File: src/rtl/pipe_ctrl.sv
// Pipeline hazard/stall controller: load-use stall, branch redirect, MEM freeze, timeout halt.
// Optional stall-cycle counter enabled by defining PIPE_CTRL_PERF_EN.
module pipe_ctrl #(
    parameter logic [7:0] MEM_TIMEOUT = 8'd255
) (
    input  logic        clk,
    input  logic        reset,
    input  logic [4:0]  id_rs1_addr,
    input  logic [4:0]  id_rs2_addr,
    input  logic [4:0]  ex_rd_addr,
    input  logic        ex_mem_read,
    input  logic        ex_branch_taken,
    input  logic        mem_req,
    input  logic        mem_ready,
    output logic        pc_en,
    output logic        if_id_valid,
    output logic        id_ex_valid,
    output logic        ex_mem_valid,
    output logic        mem_wb_valid,
    output logic        if_id_flush,
    output logic        id_ex_flush,
    output logic        mem_wb_flush,
    output logic        halted,
    output logic [31:0] perf_stall_cnt
);

    typedef enum logic [1:0] {
        RUN      = 2'd0,
        REDIRECT = 2'd1,
        MEM_WAIT = 2'd2,
        HALT     = 2'd3
    } state_t;

    state_t     state;
    state_t     state_nxt;
    logic       resume_redir;
    logic       resume_redir_nxt;
    logic [7:0] wait_cnt;
    logic [7:0] wait_cnt_nxt;
    logic       freeze;
    logic       load_use;
    logic       redir_pending;

    // Hazard detection terms
    always_comb begin
        freeze   = mem_req && !mem_ready;
        load_use = ex_mem_read && (ex_rd_addr != 5'd0) &&
                   ((ex_rd_addr == id_rs1_addr) ||
                    (ex_rd_addr == id_rs2_addr));
    end

    // Next state and control outputs; leaving MEM_WAIT behaves as the state it froze in
    always_comb begin
        state_nxt        = state;
        resume_redir_nxt = resume_redir;
        wait_cnt_nxt     = 8'd0;
        redir_pending    = 1'b0;
        pc_en            = 1'b0;
        if_id_valid      = 1'b0;
        id_ex_valid      = 1'b0;
        ex_mem_valid     = 1'b0;
        mem_wb_valid     = 1'b0;
        if_id_flush      = 1'b0;
        id_ex_flush      = 1'b0;
        mem_wb_flush     = 1'b0;
        halted           = 1'b0;
        if (!reset) begin
            state_nxt        = RUN;
            resume_redir_nxt = 1'b0;
        end else if (state == HALT) begin
            halted = 1'b1;
        end else if (freeze) begin
            mem_wb_flush = 1'b1;
            wait_cnt_nxt = wait_cnt + 8'd1;
            if (wait_cnt == MEM_TIMEOUT - 8'd1) begin
                state_nxt = HALT;
            end else begin
                state_nxt = MEM_WAIT;
                if (state != MEM_WAIT) begin
                    resume_redir_nxt = (state == REDIRECT);
                end
            end
        end else begin
            redir_pending = (state == REDIRECT) ||
                            ((state == MEM_WAIT) && resume_redir);
            resume_redir_nxt = 1'b0;
            state_nxt        = RUN;
            pc_en            = 1'b1;
            if_id_valid      = 1'b1;
            id_ex_valid      = 1'b1;
            ex_mem_valid     = 1'b1;
            mem_wb_valid     = 1'b1;
            if (ex_branch_taken) begin
                if_id_flush = 1'b1;
                id_ex_flush = 1'b1;
                state_nxt   = REDIRECT;
            end else if (redir_pending) begin
                if_id_flush = 1'b1;
            end else if (load_use) begin
                pc_en       = 1'b0;
                if_id_valid = 1'b0;
                id_ex_flush = 1'b1;
            end
        end
    end

    // State, resume flag and wait counter registers
    always_ff @(posedge clk) begin
        if (!reset) begin
            state        <= RUN;
            resume_redir <= 1'b0;
            wait_cnt     <= 8'd0;
        end else begin
            state        <= state_nxt;
            resume_redir <= resume_redir_nxt;
            wait_cnt     <= wait_cnt_nxt;
        end
    end

`ifdef PIPE_CTRL_PERF_EN
    logic [31:0] stall_cnt;

    // Saturating count of cycles in which the PC did not advance
    always_ff @(posedge clk) begin
        if (!reset) begin
            stall_cnt <= 32'd0;
        end else if (!pc_en && (stall_cnt != 32'hFFFF_FFFF)) begin
            stall_cnt <= stall_cnt + 32'd1;
        end
    end

    assign perf_stall_cnt = stall_cnt;
`else
    assign perf_stall_cnt = 32'h0;
`endif

endmodule

File: config.mk
export PLATFORM = sky130hd
export DESIGN_NAME = pipe_ctrl
export DESIGN_NICKNAME = d
export VERILOG_FILES = /design/src/rtl/pipe_ctrl.sv
export SDC_FILE = /design/constraint.sdc
export NUM_CORES = 1
export LEC_CHECK = 0
export CAP_MARGIN = 20
export CORE_MARGIN = 1.5
export CORE_UTILIZATION = 35
export DETAILED_ROUTE_END_ITERATION = 7
export MAX_ROUTING_LAYER = met4
export PLACE_DENSITY = 0.83
export SYNTH_ARGS = -nofsm -noshare
export SYNTH_HDL_FRONTEND = slang
export SYNTH_SLANG_ARGS = --single-unit
File: constraint.sdc
create_clock -name clk -period 1.9 [get_ports clk]
set_clock_uncertainty 0.1 [all_clocks]
set_input_delay 0.38 -clock clk [delete_from_list [all_inputs] [get_ports clk]]
set_output_delay 0.38 -clock clk [all_outputs]
set_load 0.005 [all_outputs]
**Yosys cells after proc, flatten, opt, wreduce, memory -nomap -nowiden**

Index checks and enable logic that the tools add are counted.

- Bits in registers: 11
- Bits of input ports: 21
- Output and inout bits: 41

- Multiplexer cells: 31
- Eq/ne operators: 9
- Add/sub/neg operators: 1
- Reductions and logical operators: 10
- Bitwise operators: 3

Operators by type and width:

| operator | number |
|---|---|
| 2-to-1 mux 1 bit | 30 |
| == test 5 bit | 2 |
| adder 8 x 1 -> 8 bit (second input constant) | 1 |
| == test 8 bit (second input constant) | 1 |
| nonzero test 5 bit | 1 |
| == test 2 bit (second input constant) | 2 |
| logical AND 1 bit | 4 |
| inequality test 2 bit (second input constant) | 2 |
| inverter 1 bit | 3 |
| AND reduction 3 bit | 1 |
| OR reduction 3 bit | 1 |
| == test 2 x 1 -> 1 bit (second input constant) | 1 |
| logical OR 1 bit | 2 |
| 2-to-1 mux 2 bit | 1 |
| inequality test 2 x 1 -> 1 bit (second input constant) | 1 |
| zero test 1 bit | 1 |

**Logic depth before layout (Yosys ltp)**

Gate-level depths: netlist (run 1).

- Depth after elaboration: 9
- Gate-level depth with buffers: 5
- Gate-level depth less buffers: 5

**Least setup slack after synthesis (run 1)**

Ideal clock, no wire load.

- Kind: input -> output
- Start point: input port ex_rd_addr[1]
- End point: output port pc_en
- Cell stages on the path: 5
- Buffers on the path: 1
- Required time: 1.420 ns
- Slack: 0.083 ns
- Data arrival time: 1.337 ns
- Cells stage by stage: or4_1 nor2_1 or3b_1 o31a_1 buf_4

- Cells in the longest elaborated chain, start to end: 9
- Elaborated cells on any way between the ends: 12
- Classes of those cells: 2 x eq/ne; 6 x mux; 4 x reduce/logical

RTL lines:

| item | line | RTL |
|---|---|---|
| from (decl) | 10 | `input logic [4:0] ex_rd_addr,` |
| == test 5 bit (tied with other cells) | 48 | `((ex_rd_addr == id_rs1_addr) \|\|` |
| logical OR 1 bit / logical AND 1 bit (equally long branches) | 48, 47 |  |
| logical AND 1 bit (*) | 47 | `load_use = ex_mem_read && (ex_rd_addr != 5'd0) &&` |
| 2-to-1 mux 1 bit (*) (6 in a row) | n/a |  |
| to (decl) | 15 | `output logic pc_en,` |

Every way passes the cells marked *; elsewhere a longest branch is shown, timed or not.

**Final worst setup path (run 1)**

- Start point: register state[1]
- End point: output port id_ex_flush

- Cells in the longest elaborated chain, start to end: 8
- Elaborated cells on any way between the ends: 10
- Classes of those cells: 3 x eq/ne; 5 x mux; 2 x reduce/logical

RTL lines:

| item | line | RTL |
|---|---|---|
| from (decl) | 34 | `state_t state;` |
| from (signal assigned) | 114 | `state <= state_nxt;` |
| == test 2 bit | 85 | `((state == MEM_WAIT) && resume_redir);` |
| logical AND 1 bit | 85 |  |
| logical OR 1 bit | 84 | `redir_pending = (state == REDIRECT) \|\|` |
| 2-to-1 mux 1 bit | 97 | `end else if (redir_pending) begin` |
| 2-to-1 mux 1 bit | 93 | `if (ex_branch_taken) begin` |
| 2-to-1 mux 1 bit | 72 | `end else if (freeze) begin` |
| 2-to-1 mux 1 bit (*) | 70 | `end else if (state == HALT) begin` |
| 2-to-1 mux 1 bit (*) | 67 | `if (!reset) begin` |
| to (decl) | 21 | `output logic id_ex_flush,` |

Marks and branches as above.

==> results of run 1 <==
worst paths after layout:
check / startpoint / endpoint / slack (ns) / depth (start not counted)
worst min-delay path: wait_cnt[0]$_SDFF_PP0_ / wait_cnt[0]$_SDFF_PP0_ / 0.40 / 1
worst min register to register: wait_cnt[0]$_SDFF_PP0_ / wait_cnt[0]$_SDFF_PP0_ / 0.40 / 1
worst max-delay path: state[1]$_SDFFE_PN0N_ / id_ex_flush / -0.18 / 6
worst max register to register: state[1]$_SDFFE_PN0N_ / resume_redir$_SDFFE_PN0P_ / 0.41 / 6
sequential cells by signal, summed over array words and instances, names as in the netlist:
register / cells
resume_redir: 1
state: 2
wait_cnt: 8
placed cells by master, fill, tap and decap left out, types with 2 or more instances in the layout:
| cell type | Yosys | layout |
|---|---|---|
| a31oi_1 | 2 | 2 |
| and4_4 | 2 | 2 |
| buf_2 | 0 | 4 |
| buf_4 | 35 | 14 |
| buf_6 | 0 | 5 |
| clkbuf_2 | 0 | 3 |
| clkbuf_4 | 0 | 3 |
| clkdlybuf4s15_1 | 0 | 4 |
| conb_1 | 1 | 32 |
| dfxtp_1 | 11 | 9 |
| dlygate4sd2_1 | 0 | 13 |
| dlymetal6s2s_1 | 0 | 4 |
| ha_1 | 2 | 2 |
| inv_1 | 4 | 4 |
| nand2_1 | 6 | 6 |
| nand2b_4 | 0 | 2 |
| nand3_1 | 5 | 4 |
| nor2_1 | 14 | 14 |
| nor3_2 | 0 | 2 |
| xor2_1 | 15 | 15 |
Yosys cell counts:
cell | n | area share [%]
buf_4 | 35 | 29
xor2_1 | 15 | 14
nor2_1 | 14 | 5.7
dfxtp_1 | 11 | 24
nand2_1 | 6 | 2.5
nand3_1 | 5 | 2.7
inv_1 | 4 | 1.6
a31oi_1 | 2 | 1.4
and4_4 | 2 | 2.5
ha_1 | 2 | 2.7
nand2b_1 | 2 | 1.4
nor3_1 | 2 | 1.1
a21oi_1 | 1 | 0.55
a22oi_1 | 1 | 0.82
and3_1 | 1 | 0.68
and3_2 | 1 | 0.82
conb_1 | 1 | 0.41
nand4_1 | 1 | 0.68
nor2b_1 | 1 | 0.68
o211ai_1 | 1 | 0.82
o21ai_0 | 1 | 0.55
o31a_1 | 1 | 0.96
o31ai_1 | 1 | 0.82
or3_1 | 1 | 0.68
or3b_1 | 1 | 0.96
or4_1 | 1 | 0.82
xnor2_1 | 1 | 0.96
worst reg2reg max path, delay by kind of cell, from the launching register on:
kind	cells	cell delay, ns
DFF	1	0.33
and+or+nand+nor	2	0.47
AOI/OAI and AO/OA	1	0.16
buffers and inverters	3	0.36
layout make-up:
cell class | count | area share (%)
multi-input cells | 96 | 45.7
well taps | 30 | 2.85
clock buffers | 4 | 2.00
inverters | 4 | 1.14
repair buffers | 48 | 31.2
flip-flops and latches | 11 | 17.1
stage by stage:
stage               hold slack (ns)  instances  setup WS, ns  total power (W)  area, um^2
finish                        0.397        193        -0.175         0.000560        1320
global route                  0.443        193        -0.267         0.000594        1320
CTS                           0.403        192        -0.249         0.000554        1280
detailed placement            0.389        186        -0.849         0.000399        1220
global placement              0.375        186        -0.758         0.000396        1220
floorplan                     0.353        146        0.0835         0.000351        1030
logic make-up after synthesis:
| kind of cell | Yosys count |
|---|---|
| AO/OA/AOI/OAI | 8 |
| XOR/XNOR | 16 |
| adder cells (fa/ha/maj) | 2 |
| buffers and inverters | 39 |
| flip-flops | 11 |
| other | 1 |
| AND/OR/NAND/NOR | 38 |
metal layers:
layer | track usage [%] | share of wire (%) | vias to the layer above
li1 | - | - | 410
met1 | 12.6 | 38 | 344
met2 | 19.7 | 51 | 36
met3 | 6.11 | 11 | 0
met4 | 0 | 0 | 0
met5 | - | 0 | -
timing repair:
action                                  CTS  global route
pin swaps                                 9            13
setup buffers                             2             1
gates resized for setup                  51            20
gates cloned                              0             0
endpoints found under the setup margin    9             6
power groups by stage:
stage / registers [W] / clock network (W) / logic (W)
after floorplan: 0.000242 / 0 / 0.000108
after global placement: 0.000243 / 0 / 0.000154
after detailed placement: 0.000243 / 0 / 0.000156
after CTS: 0.000238 / 0.000161 / 0.000154
after global routing: 0.000239 / 0.000168 / 0.000187
final: 0.000238 / 0.000154 / 0.000168
==> metrics, run 1 <==
crit path DAT 1.60 ns; class of the worst hold path register to register; Storage cell area 225 um^2; Chip Width 54.1 um; Internal Pwr Total 0.000405 W; post-synthesis cell area 915 um^2; sequential fraction of design power 42.5%; largest family of logic cells by synthesized area buffers and inverters; Fin. Hold Viols 0; die height 54.1 um; diode count 0; Leak 0.675 nW; global route total overflow 0; crit path launch type register; Final WS setup -0.175 ns; area grow syn2layout 43.8%; first-pass GRT wire length 2390 um; Critical-path top delay cell or3b_4; Psw 0.000155 W; Final Cycle Share 109%; max cap viols 0; compound-gate portion of the synthesized area 5.88%; root buffer cell clkbuf_4; Final min period 2.08 ns; warnings from Yosys 0; Critical Path RT 1.42 ns; Residual DRC 0; register area share after synthesis 24.1%; TritonCTS clock tree done; post-synthesis adder-cell area fraction 2.74%; kind of critical path register to primary output; hold_buf cts 0; count of different cell masters after synthesis 27; crit-path cells nand2b_4 > o21ai_2 > or3b_4 > buf_6 > o31ai_4 > buf_2; initial antenna violation count 0; #FFs+latches synth 11; Top delay family on crit path simple AND/OR/NAND/NOR gates; multi-input logic area 601 um^2; Final Core Density 53.1%; full die area 2930 um^2; clock buffer count from CTS 3; failing checks negative setup slack; fmax 0.482 GHz; # nets final 187; syn avg cell area 7.95 um^2; layout cells sized above 1 27.6%; Slew Viols, Final 0; total track usage 11.5%; count of input and output buffers 29; fillers 244; Synth Instances 115; HPWL Detailed 1400 um; Critical path buffers and inverters 2; critical path capture point type primary output; post-DR wirelength/cell 9.45 um; 1st-iter DRT viols 3; Clk pwr share 27.5%; post-route ant nets 0; RSZ-0062 raised after global routing yes; via count 790; status finished with violations; CTS max path bufs 2; H-Tree Depth 1; xor/xnor share of the synthesized area 15.3%; num ports 62; Initial Utilization 36.9%; gpl congestion 0.774; Clock transition at path regs 0.07 ns; CP max FO 3; drt pass-1 iters 2; Total Wirelength 1820 um; Net Sw Frac 27.6%; Core ar. 2480 um^2; Logic pwr share 30.0%; CTS Sinks 11; largest net degree at the start of global routing 9; vias in the first global route 615; setup tns final -0.477 ns; max incr delay on CP 0.38 ns; row cnt 18; clock latency on the worst-skew pair 0.27 ns; peak supply drop 0.607 mV; Via density 4.09; pwr/cell area 426 nW/um^2; simple-gate share of the synthesized area 21.2%; post-synthesis mux area share 0%; Setup violations, final 3
Power figures use the tool's default switching activity.
==> inputs of run 2 (changes only) <==
--- a/config.mk
+++ b/config.mk
@@ -6,11 +6,13 @@
 export NUM_CORES = 1
 export LEC_CHECK = 0
 export CAP_MARGIN = 20
+export CELL_PAD_IN_SITES_DETAIL_PLACEMENT = 0
+export CELL_PAD_IN_SITES_GLOBAL_PLACEMENT = 2
 export CORE_MARGIN = 1.5
-export CORE_UTILIZATION = 35
+export CORE_UTILIZATION = 18
 export DETAILED_ROUTE_END_ITERATION = 7
 export MAX_ROUTING_LAYER = met4
-export PLACE_DENSITY = 0.83
+export PLACE_DENSITY = 0.84
 export SYNTH_ARGS = -nofsm -noshare
 export SYNTH_HDL_FRONTEND = slang
 export SYNTH_SLANG_ARGS = --single-unit
==> run 2 against run 1 <==
  * The run still ends with negative setup slack left
  * Critical path depth down 1
  * Highest routed layer unchanged
  * Register-to-register slack better by 0.06 ns
  * First-iteration DRC count up 33%
  * Worst setup slack better by 0.081 ns
  * Combinational power down 11%
  * Die area up 88%
  * Sequential share of layout area down 0.27 points
  * Global-route usage down 5.3 points
  * Clock power up 50%
==> metrics, run 2 (synthesized netlist as in run 1, its figures left out) <==
gpl congestion 0.707 (-8.6%); pwr/cell area 464 nW/um^2 (+8.9%); Fin. Hold Viols 0 (unchanged); H-Tree Depth 1 (unchanged); Slew Viols, Final 0 (unchanged); clock buffer count from CTS 3 (unchanged); Largest Register wait_cnt; vias in the first global route 671 (+9.1%); Clock transition at path regs 0.05 ns (-0.02 ns); Final Cycle Share 105% (-4.3 points); diode count 0 (unchanged); CTS Sinks 11 (unchanged); Core ar. 4820 um^2 (+94%); layout cells sized above 1 25.2% (-2.5 points); most used routing layer met2; kind of critical path register to primary output; Final WS setup -0.0940 ns (+0.0814 ns); Leak 0.685 nW (+1.4%); largest net degree at the start of global routing 9 (unchanged); Via density 3.42 (-16%); Final min period 1.99 ns (-0.0814 ns); Initial Utilization 19.0% (-18 points); total track usage 6.20% (-5.3 points); peak supply drop 0.259 mV (-57%); biggest regs wait_cnt: 8 flops, state: 2 flops, resume_redir: 1 flops; count of input and output buffers 29 (unchanged); max FFs per register 8 (unchanged); crit path launch type register; failing checks negative setup slack; via count 773 (-2.2%); critical path capture point type primary output; Top delay family on crit path simple AND/OR/NAND/NOR gates; setup bufs post-CTS 0 (-2); first-pass GRT wire length 2720 um (+14%); post-DR wirelength/cell 7.74 um (-18%); global route total overflow 0 (unchanged); max incr delay on CP 0.37 ns (about the same); class of the worst hold path register to register; max cap viols 0 (unchanged); Chip Width 74.3 um (+37%); hold_buf cts 0 (unchanged); root buffer cell clkbuf_8; CTS max path bufs 2 (unchanged); Residual DRC 0 (unchanged); Total Wirelength 1750 um (-4.1%); most common cell after layout, fill and taps aside conb_1; GRT met2 Usage 9.92% (-9.8 points); post-route ant nets 0 (unchanged); die height 74.3 um (+37%); clock latency on the worst-skew pair 0.23 ns (-0.04 ns); hold_ws 0.398 ns (+0.000181 ns); TritonCTS clock tree done; area grow syn2layout 46.1%; Critical-path top delay cell or3b_1; full die area 5520 um^2 (+88%); drt pass-1 iters 2 (unchanged); Critical path buffers and inverters 1 (-1); crit path DAT 1.51 ns (-0.09 ns); most frequent cells in the layout conb_1, nor2_1, xor2_1, dlygate4sd2_1, buf_4; status finished with violations; row cnt 25 (+7); CP max FO 4 (+1); crit-path cells nand2b_4 > o21ai_2 > or3b_1 > o31a_1 > buf_2; fmax 0.502 GHz (+4.1%); Setup violations, final 4 (+1); met1 Use GR 7.74% (-4.8 points); # nets final 183 (-2.1%); 1st-iter DRT viols 4 (+1); num ports 62 (unchanged); initial antenna violation count 0 (unchanged); Critical Path RT 1.42 ns (about the same); met3 usage in global routing 2.30% (-3.8 points); Placed Area 1250 um^2 (+3.2%); fin area 1340 um^2 (+1.6%); RSZ-0062 raised after global routing yes; HPWL Detailed 1380 um (-1.4%)
==> run 2: final timing paths <==
check                                            start                         to  slack, ns  cells after the start
worst max-delay path             state[1]$_SDFFE_PN0N_                      pc_en      -0.09                      5
worst max register to register  wait_cnt[0]$_SDFF_PP0_  resume_redir$_SDFFE_PN0P_       0.47                      5
worst min register to register  wait_cnt[0]$_SDFF_PP0_     wait_cnt[0]$_SDFF_PP0_       0.40                      1
worst min-delay path            wait_cnt[0]$_SDFF_PP0_     wait_cnt[0]$_SDFF_PP0_       0.40                      1
==> run 2: cell type report <==
class	count	area [um^2]
Multi-Input combinational cell	96	592
Timing Repair Buffer	44	375
Tap cell	67	83.8
Inverter	4	15.0
Sequential cell	11	225
Clock buffer	4	45.0
Fill cell	545	3480
==> run 2: layer usage <==
metal | routed length [um] | up-vias
met3 | 180 | 0
met1 | 763 | 337
met2 | 805 | 41
met4 | 0 | 0
met5 | 0 | -
li1 | - | 395
==> run 2: power by group <==
part | leakage, nW | total, W | internal [W] | switching (W)
combinational | 0.572 | 0.000150 | 0.0000803 | 0.0000696
clock | 0.0228 | 0.000231 | 0.000147 | 0.0000836
sequential | 0.0902 | 0.000239 | 0.000235 | 0.00000439
total | 0.685 | 0.000620 | 0.000462 | 0.000158
==> run 2: through the flow <==
stage	setup TNS (ns)	total power (W)	setup WS [ns]	cells	util, %
2_1_floorplan	0	0.000351	0.0835	146	-
5_1_grt	-0.547	0.000656	-0.150	226	27.7
4_1_cts	-0.759	0.000627	-0.172	226	27.3
3_5_place_dp	-4.35	0.000397	-0.768	222	26.1
3_3_place_gp	-4.30	0.000398	-0.762	222	26.1
6_report	-0.288	0.000620	-0.0940	226	27.7
==> run 2: repair_timing <==
| item | 4_1_cts | 5_1_grt |
|---|---|---|
| gates resized for setup | 48 | 14 |
| hold endpoints to repair | 0 | 0 |
| pin swaps | 8 | 9 |
| setup endpoints to repair | 9 | 7 |
==> inputs of run 3 (changes only) <==
--- a/config.mk
+++ b/config.mk
@@ -10,6 +10,7 @@
 export CELL_PAD_IN_SITES_GLOBAL_PLACEMENT = 2
 export CORE_MARGIN = 1.5
 export CORE_UTILIZATION = 18
+export CTS_CLUSTER_SIZE = 16
 export DETAILED_ROUTE_END_ITERATION = 7
 export MAX_ROUTING_LAYER = met4
 export PLACE_DENSITY = 0.84
==> results of run 3 <==
Same layout as run 2: the final DEF is identical, and so are final timing and power.
